===== src/rtl/iot_event_arbiter.sv =====
// iot_event_arbiter: filters per-device join/leave requests and issues them round-robin, one event per clock.
// Define IOT_EVQ_DROP_CNT_EN to add the saturating drop_cnt output.
module iot_event_arbiter #(
  parameter int NDEV = 8,
  parameter int IDW  = 3
) (
  input  logic            clk,
  input  logic            rst,
  input  logic [NDEV-1:0] join_req,
  input  logic [NDEV-1:0] leave_req,
  output logic            change,
  output logic            on_off,
  output logic [IDW-1:0]  dev_id,
  output logic [NDEV-1:0] active_map,
  output logic            pending
`ifdef IOT_EVQ_DROP_CNT_EN
  ,
  output logic [7:0]      drop_cnt
`endif
);
  logic [NDEV-1:0]   r_pend;
  logic [IDW-1:0]    r_rr_ptr;
  logic [NDEV-1:0]   w_eff, w_accept, w_gnt_oh, w_pend_nx;
  logic [2*NDEV-1:0] w_rot;
  logic [IDW:0]      w_off, w_sum;
  logic [IDW-1:0]    w_gnt_idx, w_rr_nx;
  logic              w_gnt_vld;
  assign w_eff    = active_map ^ r_pend;
  assign w_accept = (join_req & ~leave_req & ~w_eff) | (leave_req & ~join_req & w_eff);
  // Rotate pend so bit 0 is rr_ptr; the lowest set bit is the round-robin winner.
  assign w_rot = {r_pend, r_pend} >> r_rr_ptr;
  always_comb begin
    w_gnt_vld = 1'b0;
    w_off     = '0;
    for (int k = NDEV - 1; k >= 0; k--) begin
      if (w_rot[k]) begin
        w_gnt_vld = 1'b1;
        w_off     = (IDW+1)'(k);
      end
    end
  end
  assign w_sum     = {1'b0, r_rr_ptr} + w_off;
  assign w_gnt_idx = (w_sum >= (IDW+1)'(NDEV)) ? IDW'(w_sum - (IDW+1)'(NDEV)) : IDW'(w_sum);
  assign w_rr_nx   = (w_gnt_idx == IDW'(NDEV - 1)) ? '0 : w_gnt_idx + 1'b1;
  assign w_gnt_oh  = w_gnt_vld ? (NDEV'(1) << w_gnt_idx) : '0;
  // A grant and an accept on the same device cancel in the XOR, leaving it re-armed.
  assign w_pend_nx = r_pend ^ w_gnt_oh ^ w_accept;
  always_ff @(posedge clk) begin
    if (rst) begin
      change     <= 1'b0;
      on_off     <= 1'b0;
      dev_id     <= '0;
      active_map <= '0;
      r_pend     <= '0;
      pending    <= 1'b0;
      r_rr_ptr   <= '0;
    end else begin
      change  <= w_gnt_vld;
      r_pend  <= w_pend_nx;
      pending <= |w_pend_nx;
      if (w_gnt_vld) begin
        dev_id     <= w_gnt_idx;
        on_off     <= ~|(active_map & w_gnt_oh);
        active_map <= active_map ^ w_gnt_oh;
        r_rr_ptr   <= w_rr_nx;
      end
    end
  end
`ifdef IOT_EVQ_DROP_CNT_EN
  logic [7:0] w_drops;
  logic [8:0] w_drop_sum;
  always_comb begin
    w_drops = '0;
    for (int i = 0; i < NDEV; i++) begin
      w_drops = w_drops + ((join_req[i] && leave_req[i]) ? 8'd2 :
                           ((join_req[i] ^ leave_req[i]) && !w_accept[i]) ? 8'd1 : 8'd0);
    end
  end
  assign w_drop_sum = {1'b0, drop_cnt} + {1'b0, w_drops};
  always_ff @(posedge clk) begin
    if (rst) drop_cnt <= '0;
    else     drop_cnt <= w_drop_sum[8] ? 8'hFF : w_drop_sum[7:0];
  end
`endif
endmodule

===== config.mk =====
export PLATFORM = sky130hd
export DESIGN_NAME = iot_event_arbiter
export DESIGN_NICKNAME = d
export VERILOG_FILES = /design/src/rtl/iot_event_arbiter.sv
export SDC_FILE = /design/constraint.sdc
export NUM_CORES = 1
export LEC_CHECK = 0
export ABC_AREA = 1
export CAP_MARGIN = 0
export CORE_ASPECT_RATIO = 0.5
export CORE_MARGIN = 3
export CORE_UTILIZATION = 30
export DETAILED_ROUTE_END_ITERATION = 10
export PLACE_DENSITY = 0.57
export RECOVER_POWER = 100
export SLEW_MARGIN = 0
export SYNTH_ARGS = -nofsm -noshare
export SYNTH_HDL_FRONTEND = slang
export SYNTH_SLANG_ARGS = --single-unit

===== constraint.sdc =====
create_clock -name clk -period 9.8 [get_ports clk]
set_input_delay 2.45 -clock clk [delete_from_list [all_inputs] [get_ports clk]]
set_output_delay 2.45 -clock clk [all_outputs]
set_load 0.01 [all_outputs]

==> metrics.txt, run 1 <==
postcts setup bufs 0; I/O Buffers 31; share of cells above drive strength 1 0.137; first-pass GRT wire length 8900 um; cell count after synthesis ~330; Synth cell types 35; Max-Slew Margin vs Limit 0.573; Net Count, Synth 358; clock slew at reported path FFs ~0.06 ns; TritonCTS Buffers 3; core area slightly below 7000 um^2; wire per inst 12.1 um; Syn. warnings 0; leading cell type by number of instances after synthesis nand2_1; Die Area between 8000 and 9000 um^2; initial antenna violation count 0; dominant cells by area after synthesis dfxtp_1 (22%), nand2_1 (12%), ha_1 (7.9%); Synth Register Bits 25; CP Max Fanout 16; post-synthesis sequential area ratio 0.224; post-synth top area cell dfxtp_1; DRT Pass-1 Iters 4; Worst-Margin Slew between 0.6 and 0.7 ns; WL met3 ~190 um; CTS tree done; Post-Route Setup TNS 0 ns; post-synth top area share 0.224; Tot GR Track Use 0.129; num ports 32; num rows 21; post-CTS sizing 0; Crit Path Class reg2reg; initial core utilization 0.322; Setup crit end kind flop; fin crit share 0.464; remaining routing DRC violations 0; Async S/R FF share, synth 0; htree depth 1; vias per inst ~4.6; DP Wirelength about 4400 um; antenna cell count 0; initial DRC count 116; skew final around 0.0011 ns; Total Routed Length approximately 5400 um; nets approximately 380; die extent in x 128 um; Clk Tree Root Cell clkbuf_16; ANT nets after route 0; average cell area after synthesis 6.86 um^2; Worst-Skew Late Latency 0.26 ns; Pins Over Slew Limit 0; Top Metal Used met4; Commonest cells post-synth nand2_1 (71), nor2_1 (39), inv_1 (35); Longest Clk Path Bufs 2; GPL Wtd Cong approximately 0.87; Max Cap Viol 0; min Tclk post-route about 4.5 ns; final hold violations 0; Max Clk Rate between 200 and 250 MHz; Post-synth EDFFs 0; via count of the first global-routing pass 1937; status finished, final reports clean; hold buffers post-CTS 0; ys flop type dfxtp_1; RSZ-0062 raised after global routing no; crit path launch type flop; wire length on met1 2690 um; crit path DAT roughly 4.7 ns; die height 67.0 um; clock sinks 25; Worst Hold Class reg2reg; total number of vias just over 2000; GR Overflow Total 0; largest net degree at the start of global routing 23; Worst EP required 9.98 ns; WL met2 2400 um; Fill cells between 700 and 800; P&R area growth vs syn 17.3%; post-synthesis cell area between 2000 and 2500 um^2; Final setup viols 0
[sequential cells by signal (all words and copies together) (netlist names)]
signal,count
pending,1
r_rr_ptr,3
active_map,8
on_off,1
r_pend,8
dev_id,3
change,1
[layout by cell type, fill, tap and decap left out, types with 12 or more instances in the layout]
master / Yosys / routed
clkdlybuf4s50_1: 0 / 16
dfxtp_1: 25 / 25
dlygate4sd3_1: 0 / 15
ha_1: 14 / 14
inv_1: 35 / 35
nand2_1: 71 / 75
nand2_2: 15 / 12
nand3_1: 27 / 28
nand3_2: 15 / 15
nor2_1: 39 / 43
o21ai_0: 20 / 20
[final cells by class]
class | count | area, um^2 | area share
repair buffers | 31 | 310 | 0.119
flip-flops and latches | 25 | 500 | 0.191
multi-input cells | 251 | 1460 | 0.557
well taps | 92 | 115 | 0.0440
inverters | 39 | 155 | 0.0593
clock buffers | 4 | 78.8 | 0.0301
[through the flow]
stage          hold slack, ns  cells  utilization  setup slack, ns  area [um^2]
5_1_grt                 0.487    442        0.377             4.78         2620
2_1_floorplan           0.488    325            -             6.37         2230
3_5_place_dp            0.461    438        0.373             5.59         2580
3_3_place_gp            0.458    438        0.373             5.71         2580
4_1_cts                 0.471    442        0.384             5.57         2660
6_report                0.463    442        0.377             5.26         2620
[per-layer routing]
| metal | vias to the layer above | global-route usage |
|---|---|---|
| met2 | 24 | 0.217 |
| li1 | 1085 | - |
| met3 | 6 | 0.0192 |
| met1 | 922 | 0.174 |
| met5 | - | 0 |
| met4 | 0 | 0.0291 |
[worst max-delay path: stages, from the launching register on]
cell and delay (ns):
dfxtp_1 0.69, inv_1 0.35, nand3_1 0.17, nand2_1 0.13, a21oi_1 0.16, o21ai_0 0.08
nand2_1 0.07, a21oi_1 0.08, ha_1 0.20, fa_1 0.39, xor2_1 0.28, inv_1 0.07
nand3_1 0.20, nand2_1 0.30, ha_1 0.30, inv_1 0.11, nor2_1 0.08, ha_1 0.19
nor4_1 0.35, a21oi_1 0.13, nor3_1 0.14
[kinds of logic (layout without fill, tap and decap cells)]
logic type / Yosys count / in the layout / share of synthesized area
AND/OR/NAND/NOR: 189 / 189 / 0.452
buffers and inverters: 49 / 74 / 0.102
AO/OA/AOI/OAI: 34 / 34 / 0.0808
flip-flops: 25 / 25 / 0.224
adder cells (fa/ha/maj): 15 / 15 / 0.0875
XOR/XNOR: 11 / 11 / 0.0432
multiplexers: 2 / 2 / 0.0101
[worst paths after layout]
path | from | to | slack (ns) | depth (start not counted)
worst min register to register | dev_id[2] | dev_id[2] | 0.46 | 2
worst max register to register | r_rr_ptr[2] | on_off | 5.26 | 20
worst max-delay path | r_rr_ptr[2] | on_off | 5.26 | 20
worst min-delay path | dev_id[2] | dev_id[2] | 0.46 | 2
Power of run 1 is not shown: default switching activity piles up to over one toggle a cycle in this logic, so the estimate is an artifact.
==> inputs of run 2 (changes only) <==
- clock period: 9.8 -> 4.7 ns (I/O delays scaled with it)
==> run 2 against run 1 <==
  * Clock skew increased by 0.0067 ns
  * Count of clock-buffer cells in the layout down 1
  * Routed wire length grew 0.67%
  * Sequential share of layout area decreased by 0.32 points
  * Core utilization grew 0.65 points
  * Critical path depth is 2 higher
  * Largest cell class unchanged
==> metrics.txt, run 2 (synthesis gave the netlist of run 1 again) <==
Total Routed Length 5390 um (+0.67%); most frequent cells in the layout nand2_1 (72), nor2_1 (42), inv_1 (35); largest net degree at the start of global routing 23 (unchanged); first-pass GRT wire length 9300 um (+4.5%); Final setup viols 0 (unchanged); Tot GR Track Use 0.136 (+0.00710); GPL Wtd Cong 0.861 (-0.94%); die height 67.0 um (unchanged); GR Overflow Total 0 (unchanged); final hold violations 0 (unchanged); initial core utilization 0.322 (unchanged); crit path launch type flop; num rows 21 (unchanged); clock sinks 25 (unchanged); ANT nets after route 0 (unchanged); clock slew at reported path FFs 0.07 ns (about the same); status finished, final reports clean; Max-Slew Margin vs Limit 0.582 (+0.00884); num ports 32 (unchanged); RSZ-0062 raised after global routing no; initial antenna violation count 0 (unchanged); core area 6940 um^2 (unchanged); Clk Tree Root Cell clkbuf_16; DP Wirelength 4290 um (-1.5%); most common cell after layout, fill and taps aside nand2_1; htree depth 1 (unchanged); fin crit share 0.876 (+0.413); Fill cells 746 (-0.93%); I/O Buffers 31 (unchanged); min Tclk post-route 4.12 ns (-0.425 ns); hold buffers post-CTS 0 (unchanged); skew final 0.00778 ns (+0.00668 ns); vias per inst 4.61 (+0.14%); post-CTS sizing 0 (unchanged); TritonCTS Buffers 3 (unchanged); Max Cap Viol 0 (unchanged); wire per inst 12.1 um (+0.22%); DRT Pass-1 Iters 4 (unchanged); worst hold slack 0.463 ns (+0.000444 ns); Die Area 8570 um^2 (unchanged); share of cells above drive strength 1 0.153 (+0.0163); crit path DAT 4.31 ns (-0.42 ns); CP Max Fanout 11 (-5); P&R area growth vs syn 19.3%; Worst-Skew Late Latency 0.26 ns (about the same); remaining routing DRC violations 0 (unchanged); postcts setup bufs 0 (unchanged); Pins Over Slew Limit 0 (unchanged); largest registers active_map: 8 flops, r_pend: 8 flops; Post-Route Setup TNS 0 ns (unchanged); total number of vias 2049 (+0.59%); initial DRC count 106 (-8.6%); via count of the first global-routing pass 1922 (-0.77%); nets 386 (+0.52%); CTS tree done; Setup crit end kind flop; sequential cell area 500 um^2 (unchanged); Crit Path Class reg2reg; area occupied by multi-input gates 1480 um^2 (+1.8%); antenna cell count 0 (unchanged); die extent in x 128 um (unchanged); Max Clk Rate 243 MHz (+10%); Longest Clk Path Bufs 2 (unchanged); Worst-Margin Slew 0.626 ns (-0.0132 ns); Worst Hold Class reg2reg; Worst EP required 4.89 ns (-5.09 ns)
run 2: cell count changes in the layout (fill, tap and decap cells not counted), moves of 2 or more:
| cell | delta |
|---|---|
| buf_4 | +2 |
| nand2_1 | -3 |
| nand2_2 | +2 |
| nand3_2 | -2 |
run 2: layout make-up:
type / count / share of cell area
flip-flops and latches: 25 / 0.188
clock buffers: 3 / 0.0282
repair buffers: 33 / 0.122
inverters: 39 / 0.0583
multi-input cells: 251 / 0.557
clock inverters: 1 / 0.00282
well taps: 92 / 0.0433
run 2: worst max-delay path, stage by stage (launching register included):
cell     delay, ns
dfxtp_1       0.72
inv_4         0.14
nand3_1       0.17
nand3_1       0.08
nand2_1       0.15
inv_1         0.06
a21oi_1       0.11
o21ai_0       0.09
nand2_1       0.07
a21oi_1       0.09
ha_1          0.20
fa_1          0.38
xor2_1        0.28
inv_1         0.12
nand3_4       0.17
nand2_8       0.09
ha_1          0.20
inv_1         0.11
nor2_1        0.08
ha_1          0.20
nor4_1        0.30
a21oi_1       0.11
nor3_1        0.13
run 2: stage by stage:
| step | setup slack [ns] | utilization | area, um^2 | cells |
|---|---|---|---|---|
| 6_report | 0.581 | 0.384 | 2660 | 444 |
| 5_1_grt | 0.123 | 0.384 | 2660 | 444 |
| 4_1_cts | 0.661 | 0.387 | 2680 | 444 |
| 3_5_place_dp | 0.687 | 0.375 | 2600 | 440 |
| 3_3_place_gp | 0.775 | 0.375 | 2600 | 440 |
| 2_1_floorplan | 1.39 | - | 2230 | 325 |
run 2: worst paths after layout:
check / end / startpoint / cells past startpoint / slack, ns
worst min-delay path: dev_id[2] / dev_id[2] / 2 / 0.46
worst min register to register: dev_id[2] / dev_id[2] / 2 / 0.46
worst max register to register: on_off / r_rr_ptr[1] / 22 / 0.58
worst max-delay path: on_off / r_rr_ptr[1] / 22 / 0.58
run 2: per-layer routing:
| metal | GRT usage | vias up | wire [um] |
|---|---|---|---|
| met5 | 0 | - | 0 |
| met4 | 0.0198 | 0 | 32 |
| met3 | 0.0200 | 2 | 205 |
| met2 | 0.223 | 40 | 2370 |
| met1 | 0.192 | 920 | 2780 |
| li1 | - | 1087 | - |
Power of run 2 is left out for the same reason.
==> inputs of run 3 (changes only) <==
- ABC_AREA: 1 -> 0
==> run 3 against run 2 <==
  * Design area increased by 3.1%
  * Routed wire length grew 4.9%
  * Synthesized area is 1.1% lower
  * Sequential share of layout area down 0.39 points
  * Register-to-register slack worse by 0.18 ns
  * Worst setup slack got worse by 0.18 ns
  * Synthesized cell count is 15% lower
  * Critical path depth shrank 1
  * Via count grew 2.8%
  * First-iteration DRC count increased by 11%
  * Worst hold slack better by 0.036 ns
==> metrics.txt, run 3 <==
status finished, final reports clean; Fill cells 692 (-7.2%); Max Cap Viol 0 (unchanged); htree depth 1 (unchanged); post-synth top area cell dfxtp_1; I/O Buffers 31 (unchanged); Max-Slew Margin vs Limit 0.371 (-0.210); num ports 32 (unchanged); Post-synth EDFFs 0 (unchanged); die extent in x 127 um (-0.51%); Setup crit end kind flop; Final setup viols 0 (unchanged); total number of vias 2107 (+2.8%); remaining routing DRC violations 0 (unchanged); Tot GR Track Use 0.136 (about the same); via count of the first global-routing pass 1925 (+0.16%); postcts setup bufs 0 (unchanged); most frequent cells in the layout nor2_1 (30), a21oi_1 (29), dfxtp_1 (23); Synth Register Bits 25 (unchanged); largest net degree at the start of global routing 26 (+13%); vias per inst 5.29 (+15%); Async S/R FF share, synth 0 (unchanged); post-synthesis sequential area ratio 0.227 (+0.00242); DP Wirelength 4400 um (+2.7%); first-pass GRT wire length 9430 um (+1.3%); largest registers active_map: 8 flops, r_pend: 8 flops; Worst EP required 4.88 ns (about the same); initial DRC count 118 (+11%); CTS tree done; clock slew at reported path FFs 0.06 ns (about the same); die height 66.7 um (-0.49%); Die Area 8480 um^2 (-0.99%); DRT Pass-1 Iters 4 (unchanged); final hold violations 0 (unchanged); post-synth top area share 0.227 (+0.00242); GPL Wtd Cong 0.851 (-1.1%); clock sinks 25 (unchanged); Crit Path Class reg2reg; Net Count, Synth 308 (-14%); TritonCTS Buffers 3 (unchanged); skew final 0.00210 ns (-0.00568 ns); P&R area growth vs syn 24.4%; ys flop type dfxtp_1; Synth cell types 44 (+26%); crit path DAT 4.49 ns (+0.18 ns); Syn. warnings 0 (unchanged); CP Max Fanout 7 (-4); Placed Cells incl. Taps 394 (-10%); Post-Route Setup TNS 0 ns (unchanged); average cell area after synthesis 8.03 um^2 (+17%); wire per inst 14.2 um (+17%); post-synthesis cell area 2210 um^2 (-1.1%); Worst-Margin Slew 0.940 ns (+0.313 ns); Max Clk Rate 233 MHz (-4.2%); Commonest cells post-synth a21oi_1 (30), nor2_1 (30), dfxtp_1 (25); share of cells above drive strength 1 0.134 (-0.0194); flop-to-flop setup slack 0.40 ns (-0.18 ns); worst hold slack 0.500 ns (+0.0363 ns); ANT nets after route 0 (unchanged); Worst-Skew Late Latency 0.26 ns (about the same); dominant cells by area after synthesis dfxtp_1 (23%), mux2i_1 (8.6%), ha_1 (7.9%); cell count after synthesis 275 (-15%); initial core utilization 0.319 (-0.00222); Cell Count, Final, Fillers Out 398 (-10%); most common cell after layout, fill and taps aside nor2_1; Total Routed Length 5660 um (+4.9%); Pins Over Slew Limit 0 (unchanged); crit path launch type flop; nets 340 (-12%); Longest Clk Path Bufs 2 (unchanged); min Tclk post-route 4.30 ns (+0.182 ns); Clk Tree Root Cell clkbuf_16; GR Overflow Total 0 (unchanged); fin crit share 0.915 (+0.0386); core area 6910 um^2 (-0.38%); fin util 0.397 (+0.0136); hold buffers post-CTS 0 (unchanged); Worst Hold Class reg2reg; num rows 21 (unchanged); initial antenna violation count 0 (unchanged); antenna cell count 0 (unchanged)
run 3: changes by cell type after synthesis, sizes merged, moves of 18 or more:
| cell | before | now |
|---|---|---|
| nand2 | 92 | 11 |
| nand3 | 43 | 1 |
| inv | 39 | 15 |
| a21oi | 11 | 31 |
| nor3 | 1 | 21 |
| mux2i | 0 | 19 |
| nor2 | 48 | 30 |
| o21ai | 22 | 4 |
run 3: cell families (layout without fill, tap and decap cells):
logic type | after synthesis | count (layout) | share of synthesized area
multiplexers | 26 | 26 | 0.127
XOR/XNOR | 12 | 12 | 0.0476
AO/OA/AOI/OAI | 53 | 53 | 0.150
buffers and inverters | 29 | 60 | 0.0612
adder cells (fa/ha/maj) | 15 | 15 | 0.0884
AND/OR/NAND/NOR | 115 | 115 | 0.299
flip-flops | 25 | 25 | 0.227
run 3: path summary, 6_finish.rpt:
check / startpoint / endpoint / depth (start not counted)
max: r_rr_ptr[1] / on_off / 21
min: on_off / on_off / 2
max reg2reg: r_rr_ptr[1] / on_off / 21
min reg2reg: on_off / on_off / 2
run 3: what timing repair did:
action	CTS	global route
resized for setup	0	9
endpoints found under the hold margin	0	0
setup endpoints to repair	0	6
run 3: critical path, stage by stage, from the launching register on:
cell and delay [ns]:
dfxtp_4 0.38, buf_4 0.16, mux2i_1 0.33, a21oi_1 0.12, o311ai_1 0.26, nand2_1 0.16, a21oi_1 0.18, nor2_1 0.05
mux4_2 0.46, ha_1 0.21, fa_2 0.39, xnor2_2 0.18, buf_4 0.18, o21ai_2 0.09, a21oi_2 0.12, and2_1 0.20
ha_1 0.19, nor4_2 0.28, nand2_1 0.08, nor2_1 0.09, a21oi_1 0.04, nor2_1 0.08
run 3: layer usage:
metal | up-vias | wire length, um | GRT usage
li1 | 1052 | - | -
met1 | 999 | 2940 | 0.201
met2 | 54 | 2400 | 0.217
met3 | 2 | 291 | 0.0144
met4 | 0 | 25 | 0.0174
met5 | - | 0 | 0
run 3: per-stage QoR:
stage          worst slack, ns  instance area (um^2)
3_3_place_gp             0.288                  2630
6_report                 0.400                  2750
3_5_place_dp             0.146                  2630
2_1_floorplan            0.203                  2210
5_1_grt                -0.0293                  2750
4_1_cts                  0.114                  2710
run 3: area by class of cell:
class / instances / area (um^2) / area share
Timing Repair Buffer: 41 / 385 / 0.140
Clock inverter: 1 / 5.00 / 0.00182
Multi-Input combinational cell: 221 / 1600 / 0.584
Inverter: 15 / 56.3 / 0.0205
Sequential cell: 25 / 505 / 0.184
Clock buffer: 3 / 75.1 / 0.0273
Tap cell: 92 / 115 / 0.0419
Power of run 3 is left out for the same reason.
